**config.mk**
```make
export PLATFORM = sky130hd
export DESIGN_NAME = fp16_sub_seq
export DESIGN_NICKNAME = d
export VERILOG_FILES = /design/src/rtl/fp16_sub_seq.sv
export SDC_FILE = /design/constraint.sdc
export NUM_CORES = 1
export LEC_CHECK = 0
export CAP_MARGIN = 20
export CORE_ASPECT_RATIO = 0.5
export CORE_UTILIZATION = 55
export DETAILED_ROUTE_END_ITERATION = 8
export PLACE_DENSITY = 0.78
export SYNTH_ARGS = -nofsm -noshare
export SYNTH_HDL_FRONTEND = slang
export SYNTH_SLANG_ARGS = --single-unit
```
**constraint.sdc**
```tcl
create_clock -name clk -period 3.5 [get_ports clk]
set_input_delay 0.525 -clock clk [delete_from_list [all_inputs] [get_ports clk]]
set_output_delay 0.525 -clock clk [all_outputs]
set_load 0.01 [all_outputs]
```
**src/rtl/fp16_sub_seq.sv**
```systemverilog
// Multi-cycle binary16 subtractor (Q = A - B) with a start/done handshake.
// Special operands resolve in one check cycle; finite operands go through align/sub/norm/round.

module magnitude16_sub (
   input  logic        sign_a_i,
   input  logic        sign_b_i,
   input  logic [4:0]  exp_a_i,
   input  logic [9:0]  man_a_i,
   input  logic [4:0]  exp_b_i,
   input  logic [9:0]  man_b_i,
   output logic        exc_o,
   output logic [15:0] q_o,
   output logic        nv_o
);
   logic nan_a, nan_b, snan_a, snan_b, inf_a, inf_b, zero_a, zero_b;

   assign nan_a  = (exp_a_i == 5'h1F) && (man_a_i != 10'h0);
   assign nan_b  = (exp_b_i == 5'h1F) && (man_b_i != 10'h0);
   assign snan_a = nan_a && !man_a_i[9];
   assign snan_b = nan_b && !man_b_i[9];
   assign inf_a  = (exp_a_i == 5'h1F) && (man_a_i == 10'h0);
   assign inf_b  = (exp_b_i == 5'h1F) && (man_b_i == 10'h0);
   assign zero_a = (exp_a_i == 5'h00) && (man_a_i == 10'h0);
   assign zero_b = (exp_b_i == 5'h00) && (man_b_i == 10'h0);

   // sign_b_i is already the effective (inverted) sign, so this is an addition
   always_comb begin
      exc_o = 1'b0;
      q_o   = 16'h0000;
      nv_o  = 1'b0;
      if (nan_a || nan_b) begin
         exc_o = 1'b1;
         q_o   = 16'h7E00;
         nv_o  = snan_a || snan_b;
      end else if (inf_a && inf_b) begin
         exc_o = 1'b1;
         if (sign_a_i != sign_b_i) begin
            q_o  = 16'h7E00;
            nv_o = 1'b1;
         end else begin
            q_o = {sign_a_i, 5'h1F, 10'h000};
         end
      end else if (inf_a) begin
         exc_o = 1'b1;
         q_o   = {sign_a_i, 5'h1F, 10'h000};
      end else if (inf_b) begin
         exc_o = 1'b1;
         q_o   = {sign_b_i, 5'h1F, 10'h000};
      end else if (zero_a && zero_b) begin
         exc_o = 1'b1;
         q_o   = {sign_a_i & sign_b_i, 15'h0000};
      end
   end
endmodule

module fp16_sub_seq #(
   parameter int NORM_MAX = 11
) (
   input  logic        clk,
   input  logic        rst,
   input  logic        start,
   input  logic [15:0] a,
   input  logic [15:0] b,
   output logic        busy,
   output logic        done,
   output logic [15:0] q,
   output logic [4:0]  flags
);
   localparam int CW = $clog2(NORM_MAX + 1);

   typedef enum logic [2:0] {IDLE, CHECK, ALIGN, SUB, NORM, ROUND} state_t;

   state_t         state_q, state_d;
   logic [15:0]    a_q, a_d, b_q, b_d;
   logic [13:0]    sig_l_q, sig_l_d, sig_s_q, sig_s_d;
   logic [5:0]     exp_q, exp_d;
   logic [4:0]     diff_q, diff_d;
   logic           sign_q, sign_d, zero_q, zero_d;
   logic [CW-1:0]  cnt_q, cnt_d;
   logic [15:0]    q_q, q_d;
   logic [4:0]     flags_q, flags_d;
   logic           done_q, done_d;

   logic        exc, nv;
   logic [15:0] exc_q;
   logic [4:0]  ea_eff, eb_eff;
   logic        a_big, eff_sub;
   logic [13:0] sig_a, sig_b;

   magnitude16_sub u_special (
      .sign_a_i (a_q[15]),
      .sign_b_i (~b_q[15]),
      .exp_a_i  (a_q[14:10]),
      .man_a_i  (a_q[9:0]),
      .exp_b_i  (b_q[14:10]),
      .man_b_i  (b_q[9:0]),
      .exc_o    (exc),
      .q_o      (exc_q),
      .nv_o     (nv)
   );

   // Subnormals carry a zero hidden bit and an effective exponent of 1
   assign ea_eff  = (a_q[14:10] == 5'h00) ? 5'd1 : a_q[14:10];
   assign eb_eff  = (b_q[14:10] == 5'h00) ? 5'd1 : b_q[14:10];
   assign sig_a   = {a_q[14:10] != 5'h00, a_q[9:0], 3'b000};
   assign sig_b   = {b_q[14:10] != 5'h00, b_q[9:0], 3'b000};
   assign a_big   = a_q[14:0] >= b_q[14:0];
   assign eff_sub = (a_q[15] == b_q[15]);

   logic [13:0] sh_val, sh_mask;
   logic        sh_sticky;

   always_comb begin
      sh_val    = 14'h0;
      sh_mask   = 14'h0;
      sh_sticky = 1'b0;
      if (diff_q >= 5'd14) begin
         sh_sticky = |sig_s_q;
      end else begin
         sh_val    = sig_s_q >> diff_q[3:0];
         sh_mask   = (14'd1 << diff_q[3:0]) - 14'd1;
         sh_sticky = |(sig_s_q & sh_mask);
      end
   end

   logic [14:0] sum;
   assign sum = eff_sub ? ({1'b0, sig_l_q} - {1'b0, sig_s_q})
                        : ({1'b0, sig_l_q} + {1'b0, sig_s_q});

   logic        rnd_up, hid, tiny, nx, of, uf;
   logic [11:0] m12;
   logic [5:0]  exp_r;
   logic [9:0]  frac;
   logic [15:0] rnd_q;
   logic [4:0]  rnd_flags;

   // Round to nearest even on the G/R/S bits held in sig_l_q[2:0]
   always_comb begin
      rnd_up    = sig_l_q[2] & (sig_l_q[1] | sig_l_q[0] | sig_l_q[3]);
      m12       = {1'b0, sig_l_q[13:3]} + {11'b0, rnd_up};
      exp_r     = exp_q + {5'b0, m12[11]};
      frac      = m12[11] ? m12[10:1] : m12[9:0];
      hid       = m12[11] | m12[10];
      tiny      = ~sig_l_q[13];
      of        = exp_r >= 6'd31;
      nx        = (|sig_l_q[2:0]) | of;
      uf        = tiny & nx;
      rnd_q     = {sign_q, hid ? exp_r[4:0] : 5'd0, frac};
      rnd_flags = {1'b0, 1'b0, uf, of, nx};
      if (zero_q) begin
         rnd_q     = 16'h0000;
         rnd_flags = 5'b00000;
      end else if (of) begin
         rnd_q = {sign_q, 5'h1F, 10'h000};
      end
   end

   always_comb begin
      state_d = state_q;
      a_d     = a_q;
      b_d     = b_q;
      sig_l_d = sig_l_q;
      sig_s_d = sig_s_q;
      exp_d   = exp_q;
      diff_d  = diff_q;
      sign_d  = sign_q;
      zero_d  = zero_q;
      cnt_d   = cnt_q;
      q_d     = q_q;
      flags_d = flags_q;
      done_d  = 1'b0;
      unique case (state_q)
         IDLE: begin
            if (start) begin
               a_d     = a;
               b_d     = b;
               state_d = CHECK;
            end
         end
         CHECK: begin
            if (exc) begin
               q_d     = exc_q;
               flags_d = {nv, 4'b0000};
               done_d  = 1'b1;
               state_d = IDLE;
            end else begin
               zero_d  = 1'b0;
               cnt_d   = '0;
               if (a_big) begin
                  sig_l_d = sig_a;
                  sig_s_d = sig_b;
                  exp_d   = {1'b0, ea_eff};
                  diff_d  = ea_eff - eb_eff;
                  sign_d  = a_q[15];
               end else begin
                  sig_l_d = sig_b;
                  sig_s_d = sig_a;
                  exp_d   = {1'b0, eb_eff};
                  diff_d  = eb_eff - ea_eff;
                  sign_d  = ~b_q[15];
               end
               state_d = ALIGN;
            end
         end
         ALIGN: begin
            sig_s_d = {sh_val[13:1], sh_val[0] | sh_sticky};
            state_d = SUB;
         end
         SUB: begin
            if (sum == 15'h0) begin
               zero_d  = 1'b1;
               sig_l_d = 14'h0;
               state_d = ROUND;
            end else if (sum[14]) begin
               sig_l_d = {sum[14:2], sum[1] | sum[0]};
               exp_d   = exp_q + 6'd1;
               state_d = ROUND;
            end else begin
               sig_l_d = sum[13:0];
               state_d = (!sum[13] && exp_q > 6'd1) ? NORM : ROUND;
            end
         end
         NORM: begin
            sig_l_d = {sig_l_q[12:0], 1'b0};
            exp_d   = exp_q - 6'd1;
            cnt_d   = cnt_q + 1'b1;
            if (sig_l_d[13] || exp_d == 6'd1 || cnt_d == CW'(NORM_MAX))
               state_d = ROUND;
         end
         ROUND: begin
            q_d     = rnd_q;
            flags_d = rnd_flags;
            done_d  = 1'b1;
            state_d = IDLE;
         end
         default: state_d = IDLE;
      endcase
   end

   always_ff @(posedge clk or posedge rst) begin
      if (rst) begin
         state_q <= IDLE;
         a_q     <= 16'h0;
         b_q     <= 16'h0;
         sig_l_q <= 14'h0;
         sig_s_q <= 14'h0;
         exp_q   <= 6'h0;
         diff_q  <= 5'h0;
         sign_q  <= 1'b0;
         zero_q  <= 1'b0;
         cnt_q   <= '0;
         q_q     <= 16'h0;
         flags_q <= 5'h0;
         done_q  <= 1'b0;
      end else begin
         state_q <= state_d;
         a_q     <= a_d;
         b_q     <= b_d;
         sig_l_q <= sig_l_d;
         sig_s_q <= sig_s_d;
         exp_q   <= exp_d;
         diff_q  <= diff_d;
         sign_q  <= sign_d;
         zero_q  <= zero_d;
         cnt_q   <= cnt_d;
         q_q     <= q_d;
         flags_q <= flags_d;
         done_q  <= done_d;
      end
   end

   assign busy  = (state_q != IDLE);
   assign done  = done_q;
   assign q     = q_q;
   assign flags = flags_q;
endmodule

```
==> metrics.txt, run 1 <==
# TYPE chip_impl_metric gauge
chip_impl_metric{name="yosys.area.top_type_share",unit="%"} 31.4
chip_impl_metric{name="worstPathRequired",unit="ns"} 3.73
chip_impl_metric{name="io_pins",unit=""} 58
chip_impl_metric{name="multi_input_comb_area",unit="µm²"} 5120
chip_impl_info{name="timing_worst_setup_path_type",value="register to register"} 1
chip_impl_metric{name="timing.max_cap.violations",unit=""} 0
chip_impl_metric{name="drt_wl_total",unit="µm"} 23500
chip_impl_metric{name="antenna-diode-count",unit=""} 0
chip_impl_metric{name="dpl_worst_slack",unit="ns"} -0.110
chip_impl_metric{name="clock.fmax",unit="MHz"} 277
chip_impl_info{name="cts_root_buf",value="clkbuf_16"} 1
chip_impl_metric{name="clock_tree.buffer_depth",unit=""} 2
chip_impl_metric{name="routedWlPerCell",unit="µm"} 18.4
chip_impl_info{name="synth_largest_area_cell",value="dfrtp_1"} 1
chip_impl_info{name="cts_tree",value="built"} 1
chip_impl_info{name="cp-end-kind",value="register"} 1
chip_impl_metric{name="finalWeightedCongestion",unit=""} 0.964
chip_impl_metric{name="timing_worst_slew_pin_value",unit="ns"} 0.897
chip_impl_metric{name="grt_use_total",unit="%"} 31.6
chip_impl_metric{name="synth-seq-area-share",unit="%"} 31.4
chip_impl_metric{name="areaGrowthSynthToFinish",unit="%"} 18.7
chip_impl_metric{name="port_buffers",unit=""} 56
chip_impl_metric{name="syn-mean-instance-area",unit="µm²"} 8.02
chip_impl_info{name="failed_checks",value="setup timing"} 1
chip_impl_metric{name="clock_sinks",unit=""} 101
chip_impl_metric{name="die_area",unit="µm²"} 15200
chip_impl_metric{name="min_period_over_period",unit="%"} 103
chip_impl_metric{name="dp_hpwl",unit="µm"} 18000
chip_impl_metric{name="vias_in_the_first_global_route",unit=""} 7087
chip_impl_metric{name="insertion_delay",unit="ns"} 0.35
chip_impl_metric{name="setup_viol",unit=""} 11
chip_impl_metric{name="antenna_violating_nets_post_route",unit=""} 0
chip_impl_metric{name="drt_pre_antenna_iters",unit=""} 6
chip_impl_metric{name="synth-edff-count",unit=""} 0
chip_impl_info{name="status",value="finished, violations left"} 1
chip_impl_info{name="unrepaired_setup_endpoints_after_global_routing",value="true"} 1
chip_impl_metric{name="finalNetCount",unit=""} 1166
chip_impl_metric{name="die_height",unit="µm"} 87.6
chip_impl_metric{name="cp.arrival",unit="ns"} 3.84
chip_impl_metric{name="relSlewSlack",unit="%"} 40.0
chip_impl_metric{name="synth.net_count",unit=""} 1092
chip_impl_metric{name="number_of_antenna_violations_at_the_first_check_in_global_routing",unit=""} 0
chip_impl_metric{name="number_of_buffers_created_by_cts",unit=""} 9
chip_impl_info{name="dominantRegCellSynth",value="dfrtp_1"} 1
chip_impl_metric{name="synthesis.area",unit="µm²"} 8060
chip_impl_metric{name="grt_start_max_net_pins",unit=""} 52
chip_impl_metric{name="vias_per_cell",unit=""} 6.17
chip_impl_info{name="critical_path_startpoint_category",value="register"} 1
chip_impl_metric{name="synth.distinct_cells",unit=""} 71
chip_impl_metric{name="final_hold_viol_count",unit=""} 0
chip_impl_metric{name="post_cts_hold_buffer_count",unit=""} 0
chip_impl_metric{name="grt_overflow_total",unit=""} 0
chip_impl_metric{name="placeableCoreArea",unit="µm²"} 13900
chip_impl_metric{name="drt-initial-drc-count",unit=""} 994
chip_impl_info{name="worstHoldPathType",value="register to register"} 1
chip_impl_metric{name="fin_ws",unit="ns"} -0.113
chip_impl_metric{name="utilization_of_the_core_after_routing",unit="%"} 68.7
chip_impl_metric{name="num-fill-cells",unit=""} 1146
chip_impl_metric{name="cts.htree.levels",unit=""} 3
chip_impl_metric{name="drcViolationCount",unit=""} 0
chip_impl_metric{name="synth-async-reset-ratio",unit="%"} 100
chip_impl_info{name="netlist_top_cells_area",value="dfrtp_1 31%, ha_1 7.6%, nand2_1 5.0%"} 1
chip_impl_metric{name="ys_ff_latch",unit=""} 101
chip_impl_metric{name="finalMaxSlewViolations",unit=""} 0
chip_impl_metric{name="grt_first_pass_wirelength",unit="µm"} 37500
chip_impl_metric{name="placementRows",unit=""} 30
chip_impl_metric{name="clkTransAtPathRegs",unit="ns"} 0.08
chip_impl_metric{name="chipWidth",unit="µm"} 173
chip_impl_metric{name="num_vias",unit=""} 7874
chip_impl_metric{name="hold_ws",unit="ns"} 0.474
chip_impl_metric{name="number_of_synthesis_warnings",unit=""} 0
chip_impl_metric{name="area.sequential",unit="µm²"} 2530
chip_impl_metric{name="synthesis.instances",unit=""} 1005
chip_impl_metric{name="starting_density",unit="%"} 57.9
chip_impl_metric{name="fin_crit",unit="ns"} 3.61
chip_impl_metric{name="worstPathMaxFanout",unit=""} 5
chip_impl_metric{name="clock_skew",unit="ns"} 0.0119
chip_impl_metric{name="drive_above_1_share",unit="%"} 13.7
## cells in the mapped netlist (all sizes together), types with 4 or more instances
cell    number
nand2      108
nor2       106
dfrtp      101
o21ai       89
a21oi       79
clkbuf      63
inv         54
ha          49
mux2i       31
nand3       27
xnor2       25
mux2        24
nor3        20
xor2        16
o221ai      15
o22ai       12
and3        11
o211ai      11
a31oi       10
nand4        9
nor2b        9
o21a         9
a211oi       8
a221oi       8
buf          8
nand2b       7
nor4         7
or4          6
a21boi       5
a22o         5
and2         5
and4         5
a22oi        4
nor3b        4
o22a         4
o31ai        4
or2          4
or3          4
## registers in the layout, summed over array words and instances, names as in the netlist
| register | cells |
|---|---|
| cnt_q | 4 |
| sig_s_q | 14 |
| q | 16 |
| sig_l_q | 14 |
| exp_q | 6 |
| flags | 4 |
| zero_q | 1 |
| done | 1 |
| b_q | 16 |
| diff_q | 5 |
| state_q | 3 |
| a_q | 16 |
| sign_q | 1 |
## area by class of cell
| cell class | count | share of cell area [%] |
|---|---|---|
| Inverter | 56 | 2.22 |
| Tap cell | 192 | 2.51 |
| Clock inverter | 6 | 0.589 |
| Timing Repair Buffer | 134 | 12.2 |
| Sequential cell | 101 | 26.4 |
| Clock buffer | 10 | 2.50 |
| Multi-Input combinational cell | 777 | 53.6 |
## cell families (layout without fill, tap and decap cells)
| kind of cell | after synthesis | after routing | synth area share (%) |
|---|---|---|---|
| compound gates | 290 | 290 | 22.6 |
| xor+xnor | 41 | 41 | 4.46 |
| fa+ha+maj | 53 | 53 | 8.48 |
| buf+inv | 127 | 206 | 6.12 |
| flops | 101 | 101 | 31.4 |
| mux | 56 | 56 | 7.48 |
| other cells | 1 | 1 | 0.0465 |
| simple gates | 336 | 336 | 19.5 |
## placed cells by master (no fill, tap or decap), types with 14 or more instances in the layout
cell type,n
nand2_1,107
nor2_1,105
dfrtp_1,101
o21ai_0,78
a21oi_1,78
buf_4,76
clkdlybuf4s50_1,56
inv_1,52
ha_1,47
mux2i_1,31
nand3_1,25
xnor2_1,25
mux2_2,23
nor3_1,17
xor2_1,16
o221ai_1,14
## final timing paths
| kind | startpoint | to | slack (ns) | cells past startpoint |
|---|---|---|---|---|
| worst max-delay path | sig_s_q[5] | sig_l_q[10] | -0.11 | 14 |
| worst min-delay path | q[7] | q[7] | 0.47 | 2 |
| worst max register to register | sig_s_q[5] | sig_l_q[10] | -0.11 | 14 |
| worst min register to register | q[7] | q[7] | 0.47 | 2 |
| max in group asynchronous | rst | sig_s_q[4] | 2.21 | 3 |
| min in group asynchronous | rst | a_q[14] | 0.61 | 2 |
## metal layers
layer	global-route usage, %	share of wire (%)	up-vias
met5	0	0	-
met4	5.95	0.55	0
met3	6.16	9.5	16
met2	48.4	43	355
met1	46.9	47	3770
li1	-	-	3733
## repair_timing
item / CTS / global route
buffers inserted: 1 / 0
resized for setup: 6 / 8
setup endpoints to repair: 5 / 20
pin swaps: 8 / 4
## critical path, stage by stage (launching register included)
cell,delay (ns)
dfrtp_1,0.38
or4_4,0.53
or4_4,0.43
o21bai_1,0.17
xor2_1,0.17
ha_2,0.30
nor2_1,0.10
nor2_1,0.08
nor3_1,0.31
or2_4,0.20
nor3_2,0.05
buf_4,0.15
or3_1,0.32
a211oi_2,0.23
nor3_1,0.08
## stage by stage
stage | std cells | TNS [ns] | area, µm²
after global routing | 1276 | -3.77 | 9560
after global placement | 1259 | -0.0192 | 9200
after detailed placement | 1259 | -0.225 | 9200
after CTS | 1276 | -0.0147 | 9530
final | 1276 | -0.498 | 9560
after floorplan | 1005 | -0.201 | 8080
Power of run 1 is not shown: default switching activity piles up to over one toggle a cycle in this logic, so the estimate is an artifact.
==> run 2: changes to the inputs <==
--- a/config.mk
+++ b/config.mk
@@ -7,9 +7,9 @@
 export LEC_CHECK = 0
 export CAP_MARGIN = 20
 export CORE_ASPECT_RATIO = 0.5
-export CORE_UTILIZATION = 55
+export CORE_UTILIZATION = 65
 export DETAILED_ROUTE_END_ITERATION = 8
-export PLACE_DENSITY = 0.78
+export PLACE_DENSITY = 0.87
 export SYNTH_ARGS = -nofsm -noshare
 export SYNTH_HDL_FRONTEND = slang
 export SYNTH_SLANG_ARGS = --single-unit
==> constraint.sdc (replaced) <==
create_clock -name clk -period 4.3 [get_ports clk]
set_input_delay 0.645 -clock clk [delete_from_list [all_inputs] [get_ports clk]]
set_output_delay 0.645 -clock clk [all_outputs]
set_load 0.01 [all_outputs]
==> metrics.txt, run 2 (synthesis gave the netlist of run 1 again) <==
# TYPE chip_impl_metric gauge
chip_impl_info{name="critical_path_startpoint_category",value="register"} 1
chip_impl_metric{name="final_hold_viol_count",unit=""} 0
chip_impl_metric{name="areaGrowthSynthToFinish",unit="%"} 12.4
chip_impl_info{name="layout_commonest_cell",value="nand2_1"} 1
chip_impl_metric{name="drt_pre_antenna_iters",unit=""} 7
chip_impl_metric{name="depth_of_the_worst_hold_timing_path",unit=""} 2
chip_impl_metric{name="globalRouteMet1Util",unit="%"} 51.2
chip_impl_metric{name="hold_ws",unit="ns"} 0.477
chip_impl_metric{name="placed_area",unit="µm²"} 8750
chip_impl_info{name="cts_tree",value="built"} 1
chip_impl_metric{name="setup_viol",unit=""} 0
chip_impl_metric{name="vias_per_cell",unit=""} 6.61
chip_impl_metric{name="grt_first_pass_wirelength",unit="µm"} 37300
chip_impl_info{name="cp-end-kind",value="register"} 1
chip_impl_metric{name="post_cts_hold_buffer_count",unit=""} 0
chip_impl_metric{name="routedWlPerCell",unit="µm"} 19.9
chip_impl_metric{name="finalNetCount",unit=""} 1113
chip_impl_metric{name="drcViolationCount",unit=""} 0
chip_impl_metric{name="port_buffers",unit=""} 56
chip_impl_metric{name="drt_wl_total",unit="µm"} 23800
chip_impl_metric{name="die_area",unit="µm²"} 12900
chip_impl_info{name="status",value="finished clean"} 1
chip_impl_metric{name="clock_skew",unit="ns"} 0.0159
chip_impl_metric{name="critical_path_buf_inv_count",unit=""} 0
chip_impl_info{name="final_cell_mix",value="108 x nand2_1, 105 x nor2_1, 101 x dfrtp_1"} 1
chip_impl_metric{name="number_of_buffers_created_by_cts",unit=""} 9
chip_impl_metric{name="fin_crit",unit="ns"} 3.98
chip_impl_metric{name="timing.reg2reg.worst_path_depth",unit=""} 12
chip_impl_info{name="worstHoldPathType",value="register to register"} 1
chip_impl_metric{name="clock_sinks",unit=""} 101
chip_impl_metric{name="chipWidth",unit="µm"} 159
chip_impl_info{name="unrepaired_setup_endpoints_after_global_routing",value="false"} 1
chip_impl_metric{name="vias_in_the_first_global_route",unit=""} 7195
chip_impl_metric{name="timing.max_cap.violations",unit=""} 0
chip_impl_metric{name="grt_met3_use",unit="%"} 13.4
chip_impl_metric{name="worstPathMaxFanout",unit=""} 8
chip_impl_metric{name="placeableCoreArea",unit="µm²"} 11900
chip_impl_metric{name="worstPathRequired",unit="ns"} 4.58
chip_impl_info{name="worst_hold_startpoint",value="flags[1]"} 1
chip_impl_metric{name="antenna-diode-count",unit=""} 0
chip_impl_metric{name="timing_worst_slew_pin_value",unit="ns"} 1.08
chip_impl_info{name="worst_r2r_end",value="sig_l_q[9]"} 1
chip_impl_metric{name="cts_resized",unit=""} 0
chip_impl_metric{name="cp.arrival",unit="ns"} 4.26
chip_impl_metric{name="io_pins",unit=""} 58
chip_impl_metric{name="grt_start_max_net_pins",unit=""} 70
chip_impl_info{name="worst_r2r_startpoint",value="sig_s_q[6]"} 1
chip_impl_metric{name="min_period_over_period",unit="%"} 92.5
chip_impl_metric{name="starting_density",unit="%"} 67.5
chip_impl_metric{name="grt_overflow_total",unit=""} 0
chip_impl_metric{name="clock_tree.buffer_depth",unit=""} 2
chip_impl_metric{name="drt-initial-drc-count",unit=""} 1033
chip_impl_info{name="worst_path_max_delay_cell",value="or4_4"} 1
chip_impl_metric{name="antenna_violating_nets_post_route",unit=""} 0
chip_impl_info{name="min_to",value="flags[1]"} 1
chip_impl_metric{name="drive_above_1_share",unit="%"} 8.05
chip_impl_metric{name="timing.setup.tns",unit="ns"} 0
chip_impl_info{name="globalRoute.busiestLayer",value="met2"} 1
chip_impl_metric{name="finalWeightedCongestion",unit=""} 1.02
chip_impl_metric{name="die_height",unit="µm"} 80.7
chip_impl_metric{name="clock.fmax",unit="MHz"} 252
chip_impl_metric{name="cts.htree.levels",unit=""} 3
chip_impl_metric{name="post_cts_buffers",unit=""} 0
chip_impl_info{name="cts_root_buf",value="clkbuf_16"} 1
chip_impl_metric{name="stage_delay_of_the_slowest_cell_on_the_critical_path",unit="ns"} 0.57
chip_impl_metric{name="setup.reg_to_reg.worst_slack",unit="ns"} 0.32
chip_impl_metric{name="globalRouteMet2Util",unit="%"} 57.2
chip_impl_metric{name="num_vias",unit=""} 7905
chip_impl_metric{name="finalMaxSlewViolations",unit=""} 0
chip_impl_info{name="cell_family_with_the_largest_share_of_critical_path_delay",value="simple AND/OR/NAND/NOR gates"} 1
chip_impl_metric{name="finished_layout_cell_area",unit="µm²"} 9060
chip_impl_metric{name="clkTransAtPathRegs",unit="ns"} 0.07
chip_impl_info{name="cp_cell_sequence",value="or4_4 -> or4_4 -> o21bai_1 -> xor2_1 -> ha_1 -> and3_1 -> nor3_1 -> or2_2 -> nor3_2 -> nor2_1 -> or4_1 -> a41oi_2"} 1
chip_impl_metric{name="dp_hpwl",unit="µm"} 17800
chip_impl_metric{name="grt_use_total",unit="%"} 37.7
chip_impl_metric{name="relSlewSlack",unit="%"} 27.8
chip_impl_metric{name="insertion_delay",unit="ns"} 0.37
chip_impl_info{name="worst_path_most_repeated_cell",value="or4_4"} 1
chip_impl_metric{name="placementRows",unit=""} 28
chip_impl_metric{name="number_of_antenna_violations_at_the_first_check_in_global_routing",unit=""} 1
chip_impl_info{name="timing_worst_setup_path_type",value="register to register"} 1
## run 2: layer usage
layer  share of wire, %  up-vias
met1                 43     3730
li1                   -     3641
met5              0.046        -
met4                1.8        2
met3                 13       61
met2                 42      471
## run 2: stage by stage
stage,setup slack [ns],util [%],std cells
after floorplan,0.623,-,1005
after global placement,0.285,73.3,1180
after detailed placement,0.226,73.3,1180
after CTS,0.175,75.7,1196
after global routing,0.0491,75.8,1196
final,0.324,75.8,1196
## run 2: worst max path at each step
stage / endpoint / depth (start not counted) / from
final: sig_l_q[9] / 12 / sig_s_q[6]
after detailed placement: sig_l_q[9] / 13 / sig_s_q[2]
after floorplan: sig_l_q[10] / 15 / sig_s_q[5]
after CTS: sig_l_q[9] / 13 / sig_s_q[2]
after global routing: exp_q[2] / 13 / sig_s_q[5]
after global placement: sig_l_q[9] / 13 / sig_s_q[2]
## run 2: tightest hold or removal path, stage by stage, from the launching register on
cell and delay, ns:
dfrtp_1 0.34, nand2_1 0.05, nand2_1 0.05
## run 2: cell type report
type                            count  area, µm²
Clock inverter                      6       55.1
Timing Repair Buffer               81        748
Multi-Input combinational cell    777       5070
Sequential cell                   101       2530
Fill cell                         857       2890
Tap cell                          165        206
Inverter                           56        213
Clock buffer                       10        239
Power of run 2 is left out for the same reason.
